--- src/rtl/yuv444_to_yuv422.sv ---
// yuv444_to_yuv422
//   Chroma subsampler: converts a full-rate 4:4:4 Y/U/V pixel stream into 4:2:2.
//   Luma passes through unchanged. Chroma is averaged over co-sited even/odd pixel
//   pairs and sent as one interleaved sample per pixel. Every output has a fixed
//   latency of two clocks, so the sync signals stay aligned with the video.
//
// Parameters
//   C_BPC       bits per component on Y/U/V/C
//   C_CR_FIRST  0: Cb on even pixels, Cr on odd; 1: swapped
//
// Ports
//   CLK_I            pixel clock
//   RSTN_I           asynchronous active-low reset
//   DE_I/HS_I/VS_I   input timing
//   Y_I/U_I/V_I      4:4:4 pixel components
//   DE_O/HS_O/VS_O   timing delayed by two clocks
//   Y_O              luma delayed by two clocks (0 when DE_O=0)
//   C_O              interleaved chroma (neutral value when DE_O=0)
//   PH_O             pixel phase within its pair: 0 = even, 1 = odd

module yuv444_to_yuv422 #(
   parameter int unsigned C_BPC      = 8,
   parameter bit          C_CR_FIRST = 1'b0
) (
   input  logic             CLK_I,
   input  logic             RSTN_I,
   input  logic             DE_I,
   input  logic             HS_I,
   input  logic             VS_I,
   input  logic [C_BPC-1:0] Y_I,
   input  logic [C_BPC-1:0] U_I,
   input  logic [C_BPC-1:0] V_I,
   output logic             DE_O,
   output logic             HS_O,
   output logic             VS_O,
   output logic [C_BPC-1:0] Y_O,
   output logic [C_BPC-1:0] C_O,
   output logic             PH_O
);

   localparam logic [C_BPC-1:0] Neutral = {1'b1, {(C_BPC-1){1'b0}}};

   // Phase of the next DE pixel; cleared by any DE gap so each run starts even.
   logic             phase_q;
   logic             ph_in;

   // Stage 1
   logic             de1_q, hs1_q, vs1_q, ph1_q;
   logic [C_BPC-1:0] y1_q, u1_q, v1_q;

   // Stage 2 (outputs)
   logic             de2_q, hs2_q, vs2_q, ph2_q;
   logic [C_BPC-1:0] y2_q;
   logic [C_BPC-1:0] avg_u_q, avg_v_q;

   logic             pair_load;
   logic [C_BPC-1:0] avg_u_d, avg_v_d;

   assign ph_in     = DE_I & phase_q;
   // S1 holds an even active pixel: its pair chroma is resolved this cycle.
   assign pair_load = de1_q & ~ph1_q;

   always_comb begin
      avg_u_d = u1_q;
      avg_v_d = v1_q;
      // With an even pixel in S1, an active input is necessarily its odd partner;
      // an inactive input means the even pixel is an orphan and keeps its own chroma.
      if (DE_I) begin
         avg_u_d = C_BPC'(({1'b0, u1_q} + {1'b0, U_I} + (C_BPC+1)'(1)) >> 1);
         avg_v_d = C_BPC'(({1'b0, v1_q} + {1'b0, V_I} + (C_BPC+1)'(1)) >> 1);
      end
   end

   always_ff @(posedge CLK_I or negedge RSTN_I) begin
      if (!RSTN_I) begin
         phase_q <= 1'b0;
         de1_q   <= 1'b0;
         hs1_q   <= 1'b0;
         vs1_q   <= 1'b0;
         ph1_q   <= 1'b0;
         y1_q    <= '0;
         u1_q    <= '0;
         v1_q    <= '0;
         de2_q   <= 1'b0;
         hs2_q   <= 1'b0;
         vs2_q   <= 1'b0;
         ph2_q   <= 1'b0;
         y2_q    <= '0;
         avg_u_q <= Neutral;
         avg_v_q <= Neutral;
      end else begin
         phase_q <= DE_I & ~phase_q;
         de1_q   <= DE_I;
         hs1_q   <= HS_I;
         vs1_q   <= VS_I;
         ph1_q   <= ph_in;
         y1_q    <= Y_I;
         u1_q    <= U_I;
         v1_q    <= V_I;
         de2_q   <= de1_q;
         hs2_q   <= hs1_q;
         vs2_q   <= vs1_q;
         ph2_q   <= ph1_q;
         y2_q    <= y1_q;
         // Averages load with the even pixel and are held through its odd partner.
         if (pair_load) begin
            avg_u_q <= avg_u_d;
            avg_v_q <= avg_v_d;
         end
      end
   end

   always_comb begin
      DE_O = de2_q;
      HS_O = hs2_q;
      VS_O = vs2_q;
      Y_O  = '0;
      C_O  = Neutral;
      PH_O = 1'b0;
      if (de2_q) begin
         Y_O  = y2_q;
         PH_O = ph2_q;
         C_O  = (ph2_q ^ C_CR_FIRST) ? avg_v_q : avg_u_q;
      end
   end

endmodule

--- config.mk ---
export PLATFORM = sky130hd
export DESIGN_NAME = yuv444_to_yuv422
export DESIGN_NICKNAME = d
export VERILOG_FILES = /design/src/rtl/yuv444_to_yuv422.sv
export SDC_FILE = /design/constraint.sdc
export NUM_CORES = 1
export LEC_CHECK = 0
export ABC_AREA = 0
export BUFFER_PORTS_ARGS = -buffer_cell sky130_fd_sc_hd__clkbuf_2
export CAP_MARGIN = 40
export CORE_AREA = 2 2 76 78
export DETAILED_ROUTE_END_ITERATION = 6
export DIE_AREA = 0 0 78 80
export PLACE_DENSITY = 0.75
export SYNTH_ARGS = -nofsm -noshare
export SYNTH_HDL_FRONTEND = slang
export SYNTH_SLANG_ARGS = --single-unit
export TNS_END_PERCENT = 100
--- constraint.sdc ---
create_clock -name CLK_I -period 1.65 [get_ports CLK_I]
set_input_delay 0.0825 -clock CLK_I [delete_from_list [all_inputs] [get_ports CLK_I]]
set_output_delay 0.0825 -clock CLK_I [all_outputs]
set_load 0.02 [all_outputs]
======== After elaboration in Yosys (flattened, before gate mapping) ========
Index checks and enable logic that the tools add are counted.
storage, ports and cells
  input port bits ......................... 29
  output and inout port bits .............. 20
  register bits ........................... 57
  logic and storage cells ................. 30
cells by class
  add/subtract/negate cells ............... 4
  bitwise operators ....................... 5
  multiplexer cells ....................... 6
operators by type and width
  kind                 number
  $mux 8               5
  $add 8x8->9          2
  $add 9x1->9 const B  2
  $and 1x1->1          3
  $not 1->1            2
  $mux 1               1

======== Depth between registers and ports, before layout ========
Gate-level depths: netlist (run 1).
  depth after elaboration ................. 3
  depth in mapped cells ................... 7
  mapped depth without buffers ............ 7

======== Least setup slack after synthesis (run 1) ========
No wires, ideal clock.
  path type ............................... register to register
  start point ............................. reg v1_q[1]
  end point ............................... reg avg_v_q[7]
  library setup time ...................... 0.097 ns
  data required time ...................... 1.553 ns
  cell stages (with the launch flop) ...... 8
  path buffers ............................ 0
  arrival ................................. 1.712 ns
  clock period less this slack ............ 1.809 ns
  path slack .............................. -0.159 ns
  cell sequence ........................... dfrtp_1 inv_1 fa_1 and2b_1 o31a_2 o22ai_2 o211a_1 o41ai_2
between the ends
  longest elaborated chain between the ends .. 3
ends and longest elaborated chain
  what                    RTL line  RTL
  from (decl)             49        logic [C_BPC-1:0] y1_q, u1_q, v1_q;
  from (signal assigned)  83        v1_q <= '0;
  from (signal assigned)  99        v1_q <= V_I;
  $add 8x8->9             70        avg_v_d = C_BPC'(({1'b0, v1_q} + {1'b0, V_I} + (C_BPC+1)'(1)) >> 1);
  $add 9x1->9             70
  $mux 8                  68        if (DE_I) begin
  to (signal assigned)    90        avg_v_q <= Neutral;
  to (signal assigned)    108       avg_v_q <= avg_v_d;
  to (decl)               54        logic [C_BPC-1:0] avg_u_q, avg_v_q;
No other way between the ends.
A chain may end at the register's enable or synchronous reset.

======== Worst setup path in the final report (run 1) ========
Ends and elaborated chain as after synthesis.

==> metrics, run 1 <==
worst rel slew slack=66.5%; predominant post-synthesis flop cell=dfrtp_1; GRT Total Usage=21.6%; TritonRoute pass-1 iters=4; ys async rst share=between 90% and 100%; Syn Inst Count=238; Final Cycle Share=110%; Setup crit start=v1_q[1]$_DFF_PN0_; Max stage delay on crit path=0.39 ns; Area Growth Syn to Fin=44.4%; HPWL Detailed=3950 um; maximum clock rate=approximately 550 MHz; gpl congestion=0.808; Worst Setup EP=avg_v_q[7]$_DFFE_PN1P_; port bufs=48; htree depth=3; post-synth top area share=52.8%; P_leak=1.78 nW; maxcap violations=0; initial antenna violation count=0; num rows=27; Synthesized Nets=283; #FFs+latches synth=57; clock slew at reported path FFs=0.08 ns; CP Max Fanout=2; fillcell total=slightly above 400; Initial Util=48.2%; Detail Route Antenna Nets=0; Clock Latency Late Sink=0.35 ns; slowest cell on the critical path=dfrtp_1; top-count cell post-synth=dfrtp_1; fin area=3760 um^2; Worst-Margin Slew=0.502 ns; Yosys warnings=0; unrepaired setup endpoints after global routing=true; DR WL/cell=14.7 um; HP Start=DE_I; FF+latch area=1430 um^2; core area=between 5000 and 6000 um^2; final worst path period need=1.82 ns; RR Startpoint=v1_q[1]$_DFF_PN0_; required time worst endpoint=1.90 ns; worst reg-to-reg setup slack=-0.17 ns; Synth area leader=dfrtp_1; share of cells above drive strength 1=36.5%; violated checks=setup timing; R2R depth=7; Stages on worst setup path=7; via-per-instance ratio=roughly 5.2; Cell Pwr Density=1020 nW/um^2; total gr overflow=0; Sink Count=57; critical path cell sequence=inv_2, fa_2, and2b_1, o31a_2, o22ai_4, o211a_1, o41ai_2; CP top delay family=compound AO/OA/AOI/OAI gates; Buf/Inv on CP=1; area of the die=roughly 6200 um^2; Crit Reg-Reg Endpoint=avg_v_q[7]$_DFFE_PN1P_; DRC=0; maximum buffer depth of the clock tree=2; Final Skew=0.00811 ns; fin. max-slew vios=0; Inst Count DP=371; Synth area leaders=dfrtp_1 53%, ha_1 6.7%, mux2i_1 4.6%, a21oi_1 4.0%, nand2_1 3.0%; Die Span Y=roughly 80 um; Seq/Total Area, Yosys=54.9%; via count=2198; CTS tree=built; cts bufs inserted=9; nature of the critical path endpoint=flip-flop; nets@finish=around 390; Place WS=-0.155 ns; final worst setup slack=-0.170 ns; final setup fails=7; die width=78 um; Setup crit start kind=flip-flop; Mapped Area=around 2600 um^2; EDFF count, synth=0; final core utilization=69.6%; Final Hold Viols=0; final wirelength=6160 um; Hold Crit Class=in2reg; placed cell areas=3080 um^2; first-pass GRT wire length=around 10000 um; via count of the first global-routing pass=2201; footprint of the multi-input gates=1250 um^2; number of diodes=0; largest net degree at the start of global routing=38; Top Ports=49; syn_area_per_cell=10.9 um^2; synth cell count leaders=55 x dfrtp_1, 21 x a21oi_1, 21 x nand2_1; Peak VDD IR=0.000634 V; Crit path arrival time=2.07 ns; Iter 0 DRT Violations=86; Cell variety after synth=37; fin cells=420; CP Class=reg2reg; Root Driver=clkbuf_8; status=finished, violations left
-- placed cells by master (no fill, tap or decap), types with 7 or more instances in the layout --
cell,instances
and2_1,10
nor3_1,7
dlygate4sd3_1,27
nand2_1,20
dfrtp_1,55
nor2_1,13
nor2b_1,9
clkbuf_2,48
a21oi_1,13
a21oi_2,8
buf_4,26
clkbuf_8,9
ha_1,10
mux2i_1,12
-- report_power, final --
group          leakage [nW]  switching, W  internal, W
registers             0.671     0.0000655      0.00152
clock network         0.110      0.000618     0.000864
logic                  1.00      0.000390     0.000364
total                  1.78       0.00107      0.00275
-- per-layer routing --
| layer | wire length (um) | global-route usage [%] | vias to the layer above |
|---|---|---|---|
| met1 | 2630 | 24.4 | 1060 |
| met4 | 73 | 6.14 | 0 |
| met2 | 3140 | 37.9 | 82 |
| met5 | 0 | 0 | - |
| li1 | - | - | 1046 |
| met3 | 312 | 8.71 | 10 |
-- final cells by class --
class,count,share of cell area [%]
clock inverters,7,2.73
well taps,72,2.40
multi-input cells,165,33.3
clock buffers,9,3.29
inverters,7,0.699
flip-flops and latches,57,38.0
repair buffers,103,19.6
-- sequential cells by signal (all words and copies together) (netlist names) --
register / cells
hs1_q: 1
HS_O: 1
v1_q: 8
y2_q: 8
VS_O: 1
avg_u_q: 8
ph1_q: 1
avg_v_q: 8
ph2_q: 1
de1_q: 1
phase_q: 1
u1_q: 8
vs1_q: 1
DE_O: 1
y1_q: 8
-- logic make-up after synthesis --
kind of cell | synth area share [%]
XOR/XNOR | 0.673
AND/OR/NAND/NOR | 14.8
adder cells (fa/ha/maj) | 8.26
flip-flops | 54.9
AO/OA/AOI/OAI | 14.4
buffers and inverters | 2.40
multiplexers | 4.61
-- worst register-to-register path, cell delays in order, from the launching register on --
cell	delay, ns
dfrtp_1	0.39
inv_2	0.05
fa_2	0.35
and2b_1	0.23
o31a_2	0.18
o22ai_4	0.07
o211a_1	0.24
o41ai_2	0.22
-- worst min path at each step --
stage                 endpoint  slack [ns]  depth (start not counted)
2_1_floorplan   DE_O$_DFF_PN0_       -0.21                          0
3_3_place_gp   vs1_q$_DFF_PN0_        0.07                          1
3_5_place_dp    VS_O$_DFF_PN0_        0.08                          1
4_1_cts        de1_q$_DFF_PN0_        0.06                          2
5_1_grt        de1_q$_DFF_PN0_        0.05                          2
6_report       de1_q$_DFF_PN0_        0.07                          2
-- what timing repair did --
item                                    in CTS  in global routing
gates resized for setup                     18                 15
hold buffers                                27                  0
endpoints found under the setup margin      11                 13
endpoints found under the hold margin       46                  0
pin swaps                                    5                 10
buffers inserted                             4                  4
-- through the flow --
step / power, W / hold WS, ns / TNS (ns)
6_report: 0.00382 / 0.0678 / -0.628
5_1_grt: 0.00401 / 0.0471 / -1.50
4_1_cts: 0.00381 / 0.0592 / -0.374
3_5_place_dp: 0.00222 / 0.0765 / -1.09
3_3_place_gp: 0.00220 / 0.0737 / -0.543
2_1_floorplan: 0.00197 / -0.213 / -0.0464
No activity file was read; power rests on OpenSTA's default activity.
==> run 2: changes to the inputs <==
--- a/config.mk
+++ b/config.mk
@@ -8,10 +8,10 @@
 export ABC_AREA = 0
 export BUFFER_PORTS_ARGS = -buffer_cell sky130_fd_sc_hd__clkbuf_2
 export CAP_MARGIN = 40
-export CORE_AREA = 2 2 76 78
+export CORE_AREA = 2 2 70 72
 export DETAILED_ROUTE_END_ITERATION = 6
-export DIE_AREA = 0 0 78 80
-export PLACE_DENSITY = 0.75
+export DIE_AREA = 0 0 72 74
+export PLACE_DENSITY = 0.83
 export SYNTH_ARGS = -nofsm -noshare
 export SYNTH_HDL_FRONTEND = slang
 export SYNTH_SLANG_ARGS = --single-unit
==> constraint.sdc (replaced) <==
create_clock -name CLK_I -period 2.3 [get_ports CLK_I]
set_input_delay 0.115 -clock CLK_I [delete_from_list [all_inputs] [get_ports CLK_I]]
set_output_delay 0.115 -clock CLK_I [all_outputs]
set_load 0.02 [all_outputs]
==> metrics, run 2 (synthesized netlist as in run 1, its figures left out) <==
nets@finish=363 (was 388); unrepaired setup endpoints after global routing=false (was true); num rows=25 (was 27); core area=4600 um^2 (was 5410 um^2); maximum buffer depth of the clock tree=2 (unchanged); maxcap violations=0 (unchanged); sequential power share=42.3% (was 41.5%); Peak VDD IR=0.000516 V (was 0.000634 V); number of diodes=0 (unchanged); cts bufs inserted=9 (unchanged); Iter 0 DRT Violations=117 (was 86); HPWL Detailed=3690 um (was 3950 um); nature of the critical path endpoint=flip-flop (unchanged); gpl congestion=0.867 (was 0.808); Initial Util=56.7% (was 48.2%); fillcell total=315 (was 409); total gr overflow=0 (unchanged); largest net degree at the start of global routing=58 (was 38); status=completed (was finished, violations left); hold path endpoint=de1_q$_DFF_PN0_ (unchanged); worst reg-to-reg setup slack=0.34 ns (was -0.17 ns); R2R depth=7 (unchanged); maximum clock rate=489 MHz; hold path cells=1 (was 2); HP Start=DE_I (unchanged); required time worst endpoint=2.54 ns (was 1.90 ns); post-CTS sizing=0 (was 18); via count of the first global-routing pass=2067 (was 2201); final core utilization=74.2% (was 69.6%); Cell Pwr Density=789 nW/um^2 (was 1020 nW/um^2); htree depth=3 (unchanged); Top Ports=49 (unchanged); fin. max-slew vios=0 (unchanged); share of cells above drive strength 1=23.5% (was 36.5%); port bufs=48 (unchanged); Hold WS=0.103 ns (was 0.0678 ns); CP Class=in2reg (was reg2reg); Root Driver=clkbuf_8 (unchanged); RR Startpoint=v1_q[1]$_DFF_PN0_ (unchanged); DRC=0 (unchanged); Final Hold Viols=0 (unchanged); Crit Reg-Reg Endpoint=avg_v_q[7]$_DFFE_PN1P_ (unchanged); Hold Crit Class=in2reg (unchanged); Gate power share=16.1% (was 19.7%); final setup fails=0 (was 7); Detail Route Antenna Nets=0 (unchanged); initial antenna violation count=0 (unchanged); Final Skew=0.00737 ns (was 0.00811 ns); Area Growth Syn to Fin=31.0% (was 44.4%); via-per-instance ratio=5.32 (was 5.23); Hold Buf Count CTS=27 (unchanged); P_leak=1.65 nW (was 1.78 nW); Power Internal=0.00200 W (was 0.00275 W); clock slew at reported path FFs=0.06 ns (was 0.08 ns); Sink Count=57 (unchanged); Inst Count DP=334 (was 371); clock power share=41.6% (was 38.8%); die width=72 um (was 78 um); final worst path period need=2.04 ns; Die Span Y=74 um (was 80 um); NetSw=0.000688 W (was 0.00107 W); Sw Ratio=25.6% (was 28.1%); most frequent cells in the layout=55 x dfrtp_1, 48 x clkbuf_2, 27 x dlygate4sd3_1 (unchanged); GRT Total Usage=22.9% (was 21.6%); Final Cycle Share=88.8%; Pwr Total=0.00269 W (was 0.00382 W); Setup crit start kind=primary input (was flip-flop); Worst-Margin Slew=0.685 ns (was 0.502 ns); Crit path arrival time=2.28 ns (was 2.07 ns); setup_tns=0 ns (was -0.628 ns); leading cell type in the layout, fill and taps excluded=dfrtp_1 (unchanged); first-pass GRT wire length=9250 um (was 10100 um); CTS tree=built (unchanged); worst rel slew slack=54.3% (was 66.5%); final wirelength=5400 um (was 6160 um); area of the die=5330 um^2 (was 6240 um^2); postcts setup bufs=0 (was 4); Clock Latency Late Sink=0.33 ns (was 0.35 ns); TritonRoute pass-1 iters=4 (unchanged); fin cells=377 (was 420); DR WL/cell=14.3 um (was 14.7 um); via count=2006 (was 2198); CP Max Fanout=3 (was 2)
==> run 2: layer usage <==
| metal | part of all wire, % | up-vias | global-route usage [%] |
|---|---|---|---|
| met1 | 45 | 947 | 28.3 |
| met3 | 5.5 | 10 | 5.83 |
| met4 | 1.7 | 0 | 10.3 |
| met2 | 47 | 61 | 38.3 |
| li1 | - | 988 | - |
| met5 | 0 | - | 0 |
==> run 2: per-stage QoR <==
step | area, um^2 | setup slack, ns
after floorplan | 2610 | 0.491
after global placement | 2900 | 0.438
after detailed placement | 2900 | 0.376
after CTS | 3410 | 0.269
after global routing | 3410 | 0.220
final | 3410 | 0.257
==> run 2: worst max-delay path by stage <==
stage | from | to | slack [ns] | depth (start not counted)
6_report | V_I[1] | avg_v_q[7]$_DFFE_PN1P_ | 0.26 | 9
2_1_floorplan | v1_q[1]$_DFF_PN0_ | avg_v_q[7]$_DFFE_PN1P_ | 0.49 | 7
3_3_place_gp | v1_q[1]$_DFF_PN0_ | avg_v_q[7]$_DFFE_PN1P_ | 0.44 | 7
4_1_cts | V_I[1] | avg_v_q[7]$_DFFE_PN1P_ | 0.27 | 9
3_5_place_dp | v1_q[1]$_DFF_PN0_ | avg_v_q[7]$_DFFE_PN1P_ | 0.38 | 7
5_1_grt | V_I[1] | avg_v_q[7]$_DFFE_PN1P_ | 0.22 | 9
==> run 2: cell type report <==
type	count	area [um^2]	area share (%)
Clock buffer	9	124	3.63
Inverter	7	26.3	0.770
Timing Repair Buffer	78	533	15.6
Multi-Input combinational cell	165	1110	32.6
Clock inverter	7	119	3.48
Tap cell	54	67.6	1.98
Sequential cell	57	1430	41.9
==> run 2: power groups by stage <==
stage,clock network [W],registers [W],logic [W]
floorplan,0,0.00114,0.000270
global placement,0,0.00115,0.000383
detailed placement,0,0.00116,0.000394
CTS,0.00114,0.00114,0.000435
global route,0.00118,0.00115,0.000486
finish,0.00112,0.00114,0.000433
==> run 2: critical path: stages <==
cell and delay, ns:
dlygate4sd3_1 0.53, clkbuf_2 0.13, inv_1 0.06, fa_1 0.43, and2b_1 0.24, o31a_2 0.15, o22ai_2 0.09, o211a_1 0.23
o41ai_2 0.30
==> run 3: changes to the inputs <==
--- a/config.mk
+++ b/config.mk
@@ -8,10 +8,11 @@
 export ABC_AREA = 0
 export BUFFER_PORTS_ARGS = -buffer_cell sky130_fd_sc_hd__clkbuf_2
 export CAP_MARGIN = 40
-export CORE_AREA = 2 2 70 72
+export CORE_AREA = 2 2 69 71
+export CTS_BUF_LIST = sky130_fd_sc_hd__clkbuf_8
 export DETAILED_ROUTE_END_ITERATION = 6
-export DIE_AREA = 0 0 72 74
-export PLACE_DENSITY = 0.83
+export DIE_AREA = 0 0 71 73
+export PLACE_DENSITY = 0.85
 export SYNTH_ARGS = -nofsm -noshare
 export SYNTH_HDL_FRONTEND = slang
 export SYNTH_SLANG_ARGS = --single-unit
==> metrics, run 3 (synthesized netlist as in run 1, its figures left out) <==
post-CTS sizing=0 (unchanged); Cell Pwr Density=732 nW/um^2 (was 789 nW/um^2); P_leak=1.64 nW (was 1.65 nW); unrepaired setup endpoints after global routing=false (unchanged); DRC=0 (unchanged); CP Class=in2reg (unchanged); die width=71 um (was 72 um); gpl congestion=0.908 (was 0.867); Root Driver=clkbuf_8 (unchanged); placed cell areas=2910 um^2 (was 2900 um^2); maximum buffer depth of the clock tree=2 (unchanged); fin cells=379 (was 377); final core utilization=74.4% (was 74.2%); Peak VDD IR=0.000476 V (was 0.000516 V); critical path cell sequence=dlygate4sd3_1, clkbuf_2, inv_1, fa_1, and2b_1, o31a_2, o22ai_2, o211a_1, o41ai_2 (unchanged); setup_tns=0 ns (unchanged); num rows=25 (unchanged); Iter 0 DRT Violations=82 (was 117); nature of the critical path endpoint=flip-flop (unchanged); Sink Count=57 (unchanged); fin. max-slew vios=0 (unchanged); most frequent cells in the layout=55 x dfrtp_1, 48 x clkbuf_2, 27 x dlygate4sd3_1 (unchanged); total gr overflow=0 (unchanged); Area Growth Syn to Fin=29.5% (was 31.0%); worst rel slew slack=66.9% (was 54.3%); fillcell total=295 (was 315); slowest cell on the critical path=dlygate4sd3_1 (unchanged); DR WL/cell=14.6 um (was 14.3 um); port bufs=48 (unchanged); clock slew at reported path FFs=0.06 ns (about the same); Top Ports=49 (unchanged); Final Skew=0.00724 ns (was 0.00737 ns); Setup crit start kind=primary input (unchanged); Final Hold Viols=0 (unchanged); required time worst endpoint=2.55 ns (was 2.54 ns); nets@finish=365 (was 363); via count of the first global-routing pass=2045 (was 2067); Inst Count DP=336 (was 334); number of diodes=0 (unchanged); final worst path period need=2.06 ns (was 2.04 ns); status=completed (unchanged); initial antenna violation count=0 (unchanged); Buf/Inv on CP=3 (unchanged); fin area=3370 um^2 (was 3410 um^2); first-pass GRT wire length=9300 um (was 9250 um); GRT Total Usage=23.9% (was 22.9%); final setup fails=0 (unchanged); area of the die=5180 um^2 (was 5330 um^2); Max stage delay on crit path=0.53 ns (about the same); via count=2043 (was 2006); via-per-instance ratio=5.39 (was 5.32); maximum clock rate=485 MHz (was 489 MHz); Clock Latency Late Sink=0.34 ns (was 0.33 ns); TritonRoute pass-1 iters=4 (unchanged); HPWL Detailed=3690 um (about the same); core area=4540 um^2 (was 4600 um^2); Crit path arrival time=2.31 ns (was 2.28 ns); final wirelength=5520 um (was 5400 um); Hold Crit Class=in2reg (unchanged); Final Cycle Share=89.6% (was 88.8%); CTS tree=built (unchanged); Worst-Margin Slew=0.496 ns (was 0.685 ns); Detail Route Antenna Nets=0 (unchanged); Initial Util=57.4% (was 56.7%); htree depth=3 (unchanged); share of cells above drive strength 1=23.4% (was 23.5%); CP Max Fanout=3 (unchanged); CP top delay family=compound AO/OA/AOI/OAI gates (unchanged); leading cell type in the layout, fill and taps excluded=dfrtp_1 (unchanged); cts bufs inserted=9 (unchanged); maxcap violations=0 (unchanged); Die Span Y=73 um (was 74 um); largest net degree at the start of global routing=29 (was 58); Pwr Total=0.00247 W (was 0.00269 W)
## run 3: changes by cell type in the layout (fill, tap and decap cells not counted), sizes merged
cell / change
buf: +2
inv: +2
bufinv: -2
## run 3: worst register-to-register path, delay by kind of cell (launching register included)
kind	cells	cell delay [ns]
compound gates	4	0.79
fa+ha+maj	1	0.40
flops	1	0.38
buf+inv	1	0.07
simple gates	1	0.26
## run 3: metrics by stage
step	hold slack (ns)	setup slack, ns
2_1_floorplan	-0.181	0.491
3_3_place_gp	0.0123	0.431
3_5_place_dp	0.0122	0.355
4_1_cts	0.0868	0.279
5_1_grt	0.105	0.181
6_report	0.113	0.239
## run 3: layer usage
layer | share of wire [%] | vias up | global-route usage (%)
met3 | 5.2 | 13 | 7.18
li1 | - | 1002 | -
met4 | 2.7 | 0 | 12.8
met1 | 44 | 966 | 30.3
met2 | 48 | 62 | 37.2
met5 | 0 | - | 0
## run 3: final timing paths
| check | startpoint | end | slack (ns) | cells past startpoint |
|---|---|---|---|---|
| max | V_I[1] | avg_v_q[7]$_DFFE_PN1P_ | 0.24 | 9 |
| min | DE_I | de1_q$_DFF_PN0_ | 0.11 | 1 |
| max reg2reg | v1_q[1]$_DFF_PN0_ | avg_v_q[7]$_DFFE_PN1P_ | 0.31 | 7 |
| min reg2reg | vs1_q$_DFF_PN0_ | VS_O$_DFF_PN0_ | 0.35 | 0 |
| max in group asynchronous | RSTN_I | y1_q[1]$_DFF_PN0_ | 1.48 | 3 |
| min in group asynchronous | RSTN_I | avg_u_q[2]$_DFFE_PN0P_ | 0.19 | 2 |
## run 3: timing repair
action                                  in CTS  in global routing
setup buffers                                0                  0
hold buffers                                27                  0
hold endpoints to repair                    36                  0
endpoints found under the setup margin       0                  0
## run 3: area by class of cell
type                            instances  area, um^2  area share, %
Sequential cell                        57        1430           42.3
Multi-Input combinational cell        165        1110           33.0
Timing Repair Buffer                   80         548           16.2
Clock buffer                            9         124           3.67
Tap cell                               54        67.6           2.00
Clock inverter                          7        66.3           1.97
Inverter                                7        26.3          0.779
## run 3: power breakdown
group / leakage [nW] / internal (W) / switching [W]
sequential: 0.671 / 0.00109 / 0.0000517
clock: 0.0978 / 0.000491 / 0.000401
combinational: 0.876 / 0.000199 / 0.000238
total: 1.64 / 0.00178 / 0.000691
